### src/rtl/adc_serial_emu.sv
// AD7643-style 18-bit ADC emulator: a CNVST falling edge starts a BUSY conversion, then an SPI-like MSB-first readout.
// All controller inputs pass 2-FF synchronizers, so actions follow 3 CLK after an input edge; SCLK phases must be >= 4 CLK.
module adc_serial_emu #(
  parameter int BUSY_CYCLES = 20,
  parameter int DW          = 18
) (
  input  logic          CLK,
  input  logic          RSTN,
  input  logic          CNVST,
  input  logic          SCLK,
  input  logic          CS,
  input  logic [1:0]    PATSEL,
  input  logic [DW-1:0] SEED,
  output logic          SDOUT,
  output logic          BUSY,
  output logic [15:0]   CONVCNT
);

  typedef enum logic [1:0] {IDLE = 2'd0, CONV = 2'd1, READY = 2'd2, SHIFT = 2'd3} state_t;

  state_t        state_q, state_d;
  logic [2:0]    cnv_sync_q, sclk_sync_q, cs_sync_q;
  logic [7:0]    busy_cnt_q, busy_cnt_d;
  logic [4:0]    bit_cnt_q, bit_cnt_d;
  logic [DW-1:0] shreg_q, shreg_d;
  logic [DW-1:0] ramp_q, ramp_d, lfsr_q, lfsr_d;
  logic          ramp_first_q, ramp_first_d, lfsr_first_q, lfsr_first_d;
  logic          alt_q, alt_d;
  logic [15:0]   convcnt_q, convcnt_d;

  logic          cnv_fall, sclk_fall, cs_low, start_conv, shift_en, last_bit, readable;
  logic [DW-1:0] ramp_next, lfsr_base, lfsr_next, sample;

  // Bit 1 is the synchronized copy; bit 2 is its previous value for edge detection.
  assign cnv_fall   = cnv_sync_q[2] & ~cnv_sync_q[1];
  assign sclk_fall  = sclk_sync_q[2] & ~sclk_sync_q[1];
  assign cs_low     = ~cs_sync_q[1];
  assign readable   = (state_q == READY) || (state_q == SHIFT);
  assign start_conv = cnv_fall && (state_q != CONV);
  assign shift_en   = readable && sclk_fall && cs_low && !cnv_fall;
  assign last_bit   = (bit_cnt_q == 5'(DW-1));

  always_ff @(posedge CLK) begin
    if (!RSTN) state_q <= IDLE;
    else       state_q <= state_d;
  end

  always_comb begin
    state_d = state_q;
    case (state_q)
      IDLE:        if (cnv_fall) state_d = CONV;
      CONV:        if (busy_cnt_q == '0) state_d = READY;
      READY, SHIFT: begin
        if (cnv_fall)      state_d = CONV;
        else if (shift_en) state_d = last_bit ? IDLE : SHIFT;
      end
      default:     state_d = IDLE;
    endcase
  end

  always_comb begin
    BUSY  = (state_q == CONV);
    SDOUT = readable && cs_low && shreg_q[DW-1];
  end

  // Each pattern keeps its own history, so switching PATSEL resumes where that pattern left off.
  always_comb begin
    ramp_next = ramp_first_q ? SEED : ramp_q + DW'(1);
    lfsr_base = !lfsr_first_q ? lfsr_q : ((SEED == '0) ? DW'(1) : SEED);
    lfsr_next = {lfsr_base[DW-2:0], lfsr_base[DW-1] ^ lfsr_base[10]};
    case (PATSEL)
      2'b00:   sample = ramp_next;
      2'b01:   sample = SEED;
      2'b10:   sample = lfsr_next;
      default: sample = alt_q ? ~SEED : SEED;
    endcase
  end

  always_comb begin
    busy_cnt_d   = busy_cnt_q;
    bit_cnt_d    = bit_cnt_q;
    shreg_d      = shreg_q;
    convcnt_d    = convcnt_q;
    ramp_d       = ramp_q;
    ramp_first_d = ramp_first_q;
    lfsr_d       = lfsr_q;
    lfsr_first_d = lfsr_first_q;
    alt_d        = alt_q;
    if (start_conv) begin
      busy_cnt_d = 8'(BUSY_CYCLES - 1);
      bit_cnt_d  = '0;
    end else if (state_q == CONV) begin
      if (busy_cnt_q != '0) begin
        busy_cnt_d = busy_cnt_q - 8'd1;
      end else begin
        shreg_d   = sample;
        convcnt_d = convcnt_q + 16'd1;
        case (PATSEL)
          2'b00: begin ramp_d = ramp_next; ramp_first_d = 1'b0; end
          2'b10: begin lfsr_d = lfsr_next; lfsr_first_d = 1'b0; end
          2'b11: alt_d = ~alt_q;
          default: ;
        endcase
      end
    end else if (shift_en) begin
      shreg_d   = {shreg_q[DW-2:0], 1'b0};
      bit_cnt_d = last_bit ? '0 : bit_cnt_q + 5'd1;
    end
  end

  always_ff @(posedge CLK) begin
    if (!RSTN) begin
      cnv_sync_q   <= 3'b111;
      sclk_sync_q  <= 3'b111;
      cs_sync_q    <= 3'b111;
      busy_cnt_q   <= '0;
      bit_cnt_q    <= '0;
      shreg_q      <= '0;
      convcnt_q    <= '0;
      ramp_q       <= '0;
      ramp_first_q <= 1'b1;
      lfsr_q       <= '0;
      lfsr_first_q <= 1'b1;
      alt_q        <= 1'b0;
    end else begin
      cnv_sync_q   <= {cnv_sync_q[1:0], CNVST};
      sclk_sync_q  <= {sclk_sync_q[1:0], SCLK};
      cs_sync_q    <= {cs_sync_q[1:0], CS};
      busy_cnt_q   <= busy_cnt_d;
      bit_cnt_q    <= bit_cnt_d;
      shreg_q      <= shreg_d;
      convcnt_q    <= convcnt_d;
      ramp_q       <= ramp_d;
      ramp_first_q <= ramp_first_d;
      lfsr_q       <= lfsr_d;
      lfsr_first_q <= lfsr_first_d;
      alt_q        <= alt_d;
    end
  end

  assign CONVCNT = convcnt_q;

endmodule

### config.mk
export PLATFORM = sky130hd
export DESIGN_NAME = adc_serial_emu
export DESIGN_NICKNAME = d
export VERILOG_FILES = /design/src/rtl/adc_serial_emu.sv
export SDC_FILE = /design/constraint.sdc
export NUM_CORES = 1
export LEC_CHECK = 0
export CAP_MARGIN = 20
export CORE_ASPECT_RATIO = 2
export CORE_MARGIN = 2
export CORE_UTILIZATION = 42
export CTS_CLUSTER_DIAMETER = 120
export CTS_CLUSTER_SIZE = 28
export DETAILED_ROUTE_END_ITERATION = 8
export GPL_ROUTABILITY_DRIVEN = 0
export SYNTH_ARGS = -nofsm -noshare
export SYNTH_HDL_FRONTEND = slang
export SYNTH_SLANG_ARGS = --single-unit
### constraint.sdc
create_clock -name CLK -period 3.1 [get_ports CLK]
set_input_delay 0.62 -clock CLK [delete_from_list [all_inputs] [get_ports CLK]]
set_output_delay 0.62 -clock CLK [all_outputs]
set_load 0.05 [all_outputs]
==> results.md, run 1 <==
* Status: finished, final reports clean
* P_leak at 2.253 nW
* Peak VDD IR at ~0.33 mV
* Power Dens Cells at about 450 nW/um2
* Yosys reg bits at 96
* Synth cell count leaders: dfxtp_1 (96), nor2_1 (63), nand2_1 (49)
* Syn Nets at 690
* Initial antenna violation count at 0
* Final wirelength at between 15 and 20 mm
* Max Fanout on Critical Path at 6
* Core Util, Final at 0.5082
* Area after DPL at 6057 um2
* Rel. slew slack at 0.5383
* Layout area overhead at 18.50%
* CTS sink count at 96
* F_max at 382.6 MHz
* Hold crit path type: flip-flop to flip-flop
* Post-route clock period utilization at 0.8432
* Share of cells above drive strength 1 at 0.08832
* Async S/R FF share, synth at 0
* Die height at 164.1 um
* Top cell type's share of synthesized area at 0.3570
* Layout Nets at 728
* ANT cells at 0
* Yosys warning count at 0
* Die W at 84.06 um
* Cts hold-fix bufs at 0
* WP data arrival at 2880 ps
* Seq/Total Area, Yosys at 0.3570
* CTS Root Cell: clkbuf_16
* Clock slew at reported path FFs at 70 ps
* Initial Util at 0.4288
* # DRC at 0
* Unrepaired setup endpoints after global routing: no
* WS Path Type: input port to flip-flop
* Most frequent cell after synthesis: dfxtp_1
* First-pass GRT wire length at 25.79 mm
* CP Launch Type: input port
* Yosys cell types at 65
* Cts bufs inserted at 9
* Syn_area_per_cell at 8.170 um2
* Ports at 43
* H-tree depth at 3
* Port buffer count at 42
* Core area at 12550 um2
* # Post-CTS Setup Buffers at 0
* # setup viols final at 0
* PostCTS Resize Cnt at 0
* Area leader, netlist: dfxtp_1
* Vias in the first global route at 4998
* Drt initial violations at roughly 440
* EDFF count, synth at 0
* GRT Residual Overflow at 0
* TNS Setup at 0 ps
* Mapped Cells at 659
* Mapped cell area at between 5000 and 6000 um2
* Skew-Pair Late Insertion Delay at 350 ps
* Final Cell Area at between 6000 and 7000 um2
* Cells taking the most area after synthesis: dfxtp_1 (36%), nor2_1 (4.4%), xor2_1 (4.4%), a21oi_1 (3.7%), o21ai_0 (3.7%)
* WP data required at 3370 ps
* Row Count at a little under 60
* Crit path time final at 2614 ps
* Prevailing post-synth register cell: dfxtp_1
* Via count at 5290
* Hold WS at 406.5 ps
* Final hold violation count at 0
* Via density at 6.209
* Die area at 13800 um2
* Post-Layout Cell Count at 852
* Maximum clock skew at final layout at approximately 7.0 ps
* Critical Path End Type: flip-flop
* Max Slew Vio Count at 0
* Maximum clock path buffer count at 2
* Final ANT Viol Nets at 0
* Worst Tran Pin Value at 691.6 ps
* CTS tree: built
* Initial DRT Pass Iterations at 6
* Hpwl dp at 12.02 mm
* DP Cell Count at 836
* Wirelength per Cell at 19.05 um
* Total GRT Usage at 0.2360
* MaxCap Viol Count at 0
* Pin count of the biggest net entering global routing at 42
[cell usage in the layout, fill, tap and decap left out, types with 7 or more instances in the layout]
| cell type | n |
|---|---|
| a22o_1 | 7 |
| xor2_1 | 27 |
| nor3_1 | 11 |
| o22ai_1 | 9 |
| nor2b_1 | 8 |
| clkdlybuf4s50_1 | 41 |
| nor2_1 | 63 |
| a211oi_1 | 23 |
| nand3_1 | 25 |
| nand2b_1 | 17 |
| xnor2_1 | 17 |
| nor4_1 | 13 |
| clkbuf_16 | 9 |
| inv_1 | 9 |
| a31oi_1 | 10 |
| nand2_1 | 49 |
| a21oi_1 | 40 |
| dfxtp_1 | 96 |
| buf_4 | 31 |
| mux2i_1 | 16 |
| or3_1 | 10 |
| nand4_1 | 16 |
| o21ai_0 | 40 |
[final timing paths]
check | depth (start not counted) | start | slack [ps] | to
min | 1 | cs_sync_q[0] | 410 | cs_sync_q[1]
max | 6 | SEED[1] | 490 | shreg_q[1]
min reg2reg | 1 | cs_sync_q[0] | 410 | cs_sync_q[1]
max reg2reg | 5 | ramp_q[5] | 540 | shreg_q[15]
[layout make-up]
type,instances,area (um2)
clock buffers,11,242.7
clock inverters,5,80.08
fillers,1228,6175
inverters,14,52.55
multi-input cells,503,3232
flip-flops and latches,96,1922
well taps,150,187.7
repair buffers,73,663.1
[power by group]
| group | leakage [nW] | total (mW) | internal, mW | switching [mW] |
|---|---|---|---|---|
| Clock | 0.152 | 1.22 | 0.729 | 0.496 |
| Sequential | 0.777 | 1.29 | 1.27 | 0.0289 |
| Combinational | 1.32 | 0.379 | 0.147 | 0.232 |
[through the flow]
stage	worst slack, ps	power (mW)
2_1_floorplan	910.7	1.540
3_3_place_gp	299.2	1.690
3_5_place_dp	293.5	1.696
4_1_cts	593.0	2.909
5_1_grt	435.7	2.997
6_report	486.1	2.898
[per-layer routing]
| layer | GRT usage | vias to the layer above | routed length (um) |
|---|---|---|---|
| met5 | 0 | - | 0 |
| met4 | 0.1452 | 0 | 910 |
| met3 | 0.03367 | 58 | 647 |
| met2 | 0.4300 | 179 | 8394 |
| met1 | 0.2521 | 2531 | 6277 |
| li1 | - | 2522 | - |
[kinds of logic after synthesis]
kind of cell	Yosys count	synth area share
buffers and inverters	60	0.04276
adders and majority gates	6	0.01394
AOI/OAI and AO/OA	189	0.2389
DFF	96	0.3570
xor gates and xnor gates	44	0.07158
and+or+nand+nor	246	0.2419
muxes	18	0.03393
[critical path: stages]
cell and delay [ps]:
clkdlybuf4s50_1 570, nor4_1 570, nand4_1 190, o41ai_1 520
o2111ai_1 200, a31oi_1 200
[registers in the layout, indices dropped and copies added, names as in the netlist]
name / count
lfsr_q: 18
ramp_q: 18
shreg_q: 18
CONVCNT: 16
busy_cnt_q: 8
bit_cnt_q: 5
cnv_sync_q: 3
sclk_sync_q: 3
cs_sync_q: 2
state_q: 2
alt_q: 1
lfsr_first_q: 1
ramp_first_q: 1
(Power assumes the default switching activity.)
==> inputs of run 2 (changes only) <==
Clock period 3.1 ns to 2.26 ns, I/O delays scaled along.
==> results.md, run 2 (synthesized netlist as in run 1, its figures left out) <==
* TNS Setup at 0 ps (unchanged)
* CTS sink count at 96 (unchanged)
* Initial antenna violation count at 0 (unchanged)
* Via count at 5583 (+5.5%)
* Maximum clock path buffer count at 2 (unchanged)
* Hpwl dp at 13.05 mm (+8.6%)
* Pin count of the biggest net entering global routing at 30 (-29%)
* R2r worst-path depth at 5 (unchanged)
* Critical Path End Type: flip-flop
* Setup WS pre-CTS at -122.3 ps (-415.8 ps)
* Die height at 164.1 um (unchanged)
* Min-delay src: cnv_sync_q[0]
* WP data required at 2510 ps (-860 ps)
* Reg power frac at 0.452 (+0.005)
* Max Fanout on Critical Path at 4 (-2)
* Skew-Pair Late Insertion Delay at 350 ps (about the same)
* Core area at 12550 um2 (unchanged)
* CP Launch Type: flip-flop
* Peak VDD IR at 0.4803 mV (+47%)
* Cts hold-fix bufs at 0 (unchanged)
* Switch share at 0.2648 (+0.003789)
* Maximum clock skew at final layout at 7.790 ps (+0.8146 ps)
* Via density at 6.036 (-2.8%)
* First-pass GRT wire length at 27.13 mm (+5.2%)
* Layout area overhead at 29.93%
* Worst setup margin at 78.66 ps (-407.4 ps)
* Initial Util at 0.4288 (unchanged)
* Final ANT Viol Nets at 0 (unchanged)
* Cts bufs inserted at 9 (unchanged)
* CTS Root Cell: clkbuf_16
* Status: finished, final reports clean
* Commonest non-fill, non-tap cell in the layout: buf_4
* Die W at 84.06 um (unchanged)
* Worst reg2reg startpoint: ramp_q[5]
* Layout Nets at 803 (+10%)
* ANT cells at 0 (unchanged)
* Crit path time final at about 2200 ps
* Final wirelength at 17.17 mm (+5.8%)
* # DRC at 0 (unchanged)
* Vias in the first global route at 5463 (+9.3%)
* Final hold violation count at 0 (unchanged)
* P_int at 2.885 mW (+35%)
* Die area at 13800 um2 (unchanged)
* Wirelength per Cell at 18.56 um (-2.6%)
* Core Util, Final at 0.5572 (+0.04903)
* Area after DPL at 6618 um2 (+9.3%)
* WP data arrival at 2430 ps (-450 ps)
* Worst Tran Pin Value at 656.0 ps (-35.56 ps)
* Max Slew Vio Count at 0 (unchanged)
* Hold endpoint: cnv_sync_q[1]
* Clock slew at reported path FFs at 70 ps (about the same)
* Logic pwr share at 0.155 (+0.024)
* P_leak at 2.649 nW (+18%)
* WS Path Type: flip-flop to flip-flop
* R2R Setup Slk at 80 ps (-460 ps)
* GRT Residual Overflow at 0 (unchanged)
* Filler Cells Inserted at 1165 (-5.1%)
* MaxCap Viol Count at 0 (unchanged)
* Clock power share at 0.393 (-0.029)
* Unrepaired setup endpoints after global routing: no
* Final Cell Area at 6995 um2 (+9.6%)
* Sw Pwr at 1.039 mW (+37%)
* CTS tree: built
* Drt initial violations at 327 (-25%)
* Initial DRT Pass Iterations at 5 (-1)
* Hold crit path type: flip-flop to flip-flop
* Post-route clock period utilization at 0.9652
* F_max at 458.4 MHz
* Row Count at 58 (unchanged)
* Share of cells above drive strength 1 at 0.1897 (+0.1014)
* Total GRT Usage at 0.2479 (+0.01189)
* Largest regs: lfsr_q (18), ramp_q (18), shreg_q (18)
* Hold WS at 411.3 ps (+4.738 ps)
* WHS Path Cells at 1 (unchanged)
* Power Dens Cells at 560.9 nW/um2 (+23%)
* # setup viols final at 0 (unchanged)
* H-tree depth at 3 (unchanged)
* Most frequent cells in the layout: buf_4 (101), dfxtp_1 (95), nor2_1 (63), nand2_1 (49)
* Port buffer count at 42 (unchanged)
* Ports at 43 (unchanged)
* Rel. slew slack at 0.5580 (+0.01972)
* Worst R2R End: shreg_q[17]
[run 2: power groups by stage]
stage | Clock [mW] | Combinational, mW | Sequential (mW)
2_1_floorplan | 0 | 0.308 | 1.80
3_3_place_gp | 0 | 0.580 | 1.81
3_5_place_dp | 0 | 0.586 | 1.81
4_1_cts | 1.57 | 0.593 | 1.77
5_1_grt | 1.63 | 0.660 | 1.78
6_report | 1.54 | 0.610 | 1.77
[run 2: layout make-up]
type / count / area, um2 / area share
Clock buffer: 11 / 242.7 / 0.03470
Tap cell: 150 / 187.7 / 0.02683
Clock inverter: 3 / 43.79 / 0.006260
Timing Repair Buffer: 148 / 1250 / 0.1787
Multi-Input combinational cell: 503 / 3296 / 0.4711
Sequential cell: 96 / 1923 / 0.2749
Inverter: 14 / 52.55 / 0.007512
[run 2: metal layers]
layer	vias to the layer above	wire, um	GRT usage
met4	0	862	0.1342
met2	199	9204	0.4690
met5	-	0	0
met3	59	784	0.03920
met1	2655	6314	0.2552
li1	2670	-	-
[run 2: through the flow]
stage               std cells  power [mW]
CTS                       923       3.928
finish                    925       3.924
detailed placement        909       2.395
global route              925       4.065
global placement          909       2.387
floorplan                 659       2.112
[run 2: worst max-delay path by stage]
stage	cells after the start	end	slack (ps)	start
after detailed placement	6	shreg_q[11]	-120	PATSEL[1]
final	5	shreg_q[17]	80	ramp_q[5]
after CTS	8	CONVCNT[15]	0.4	busy_cnt_q[0]
after global routing	5	shreg_q[17]	30	ramp_q[5]
after floorplan	8	CONVCNT[15]	70	busy_cnt_q[0]
after global placement	8	shreg_q[1]	-100	SEED[13]
[run 2: worst max-delay path, cell delays in order, from the launching register on]
cell and delay [ps]:
dfxtp_1 400, nand4_4 140, or4_4 580, or4_1 490
and3_1 190, o41ai_2 280
[run 2: timing repair]
action                     in CTS  in global routing
setup endpoints to repair       3                 25
pin swaps                       0                  3
resized for setup               4                 14
hold endpoints to repair        0                  0
cloned                          0                  1
buffers inserted                0                  1
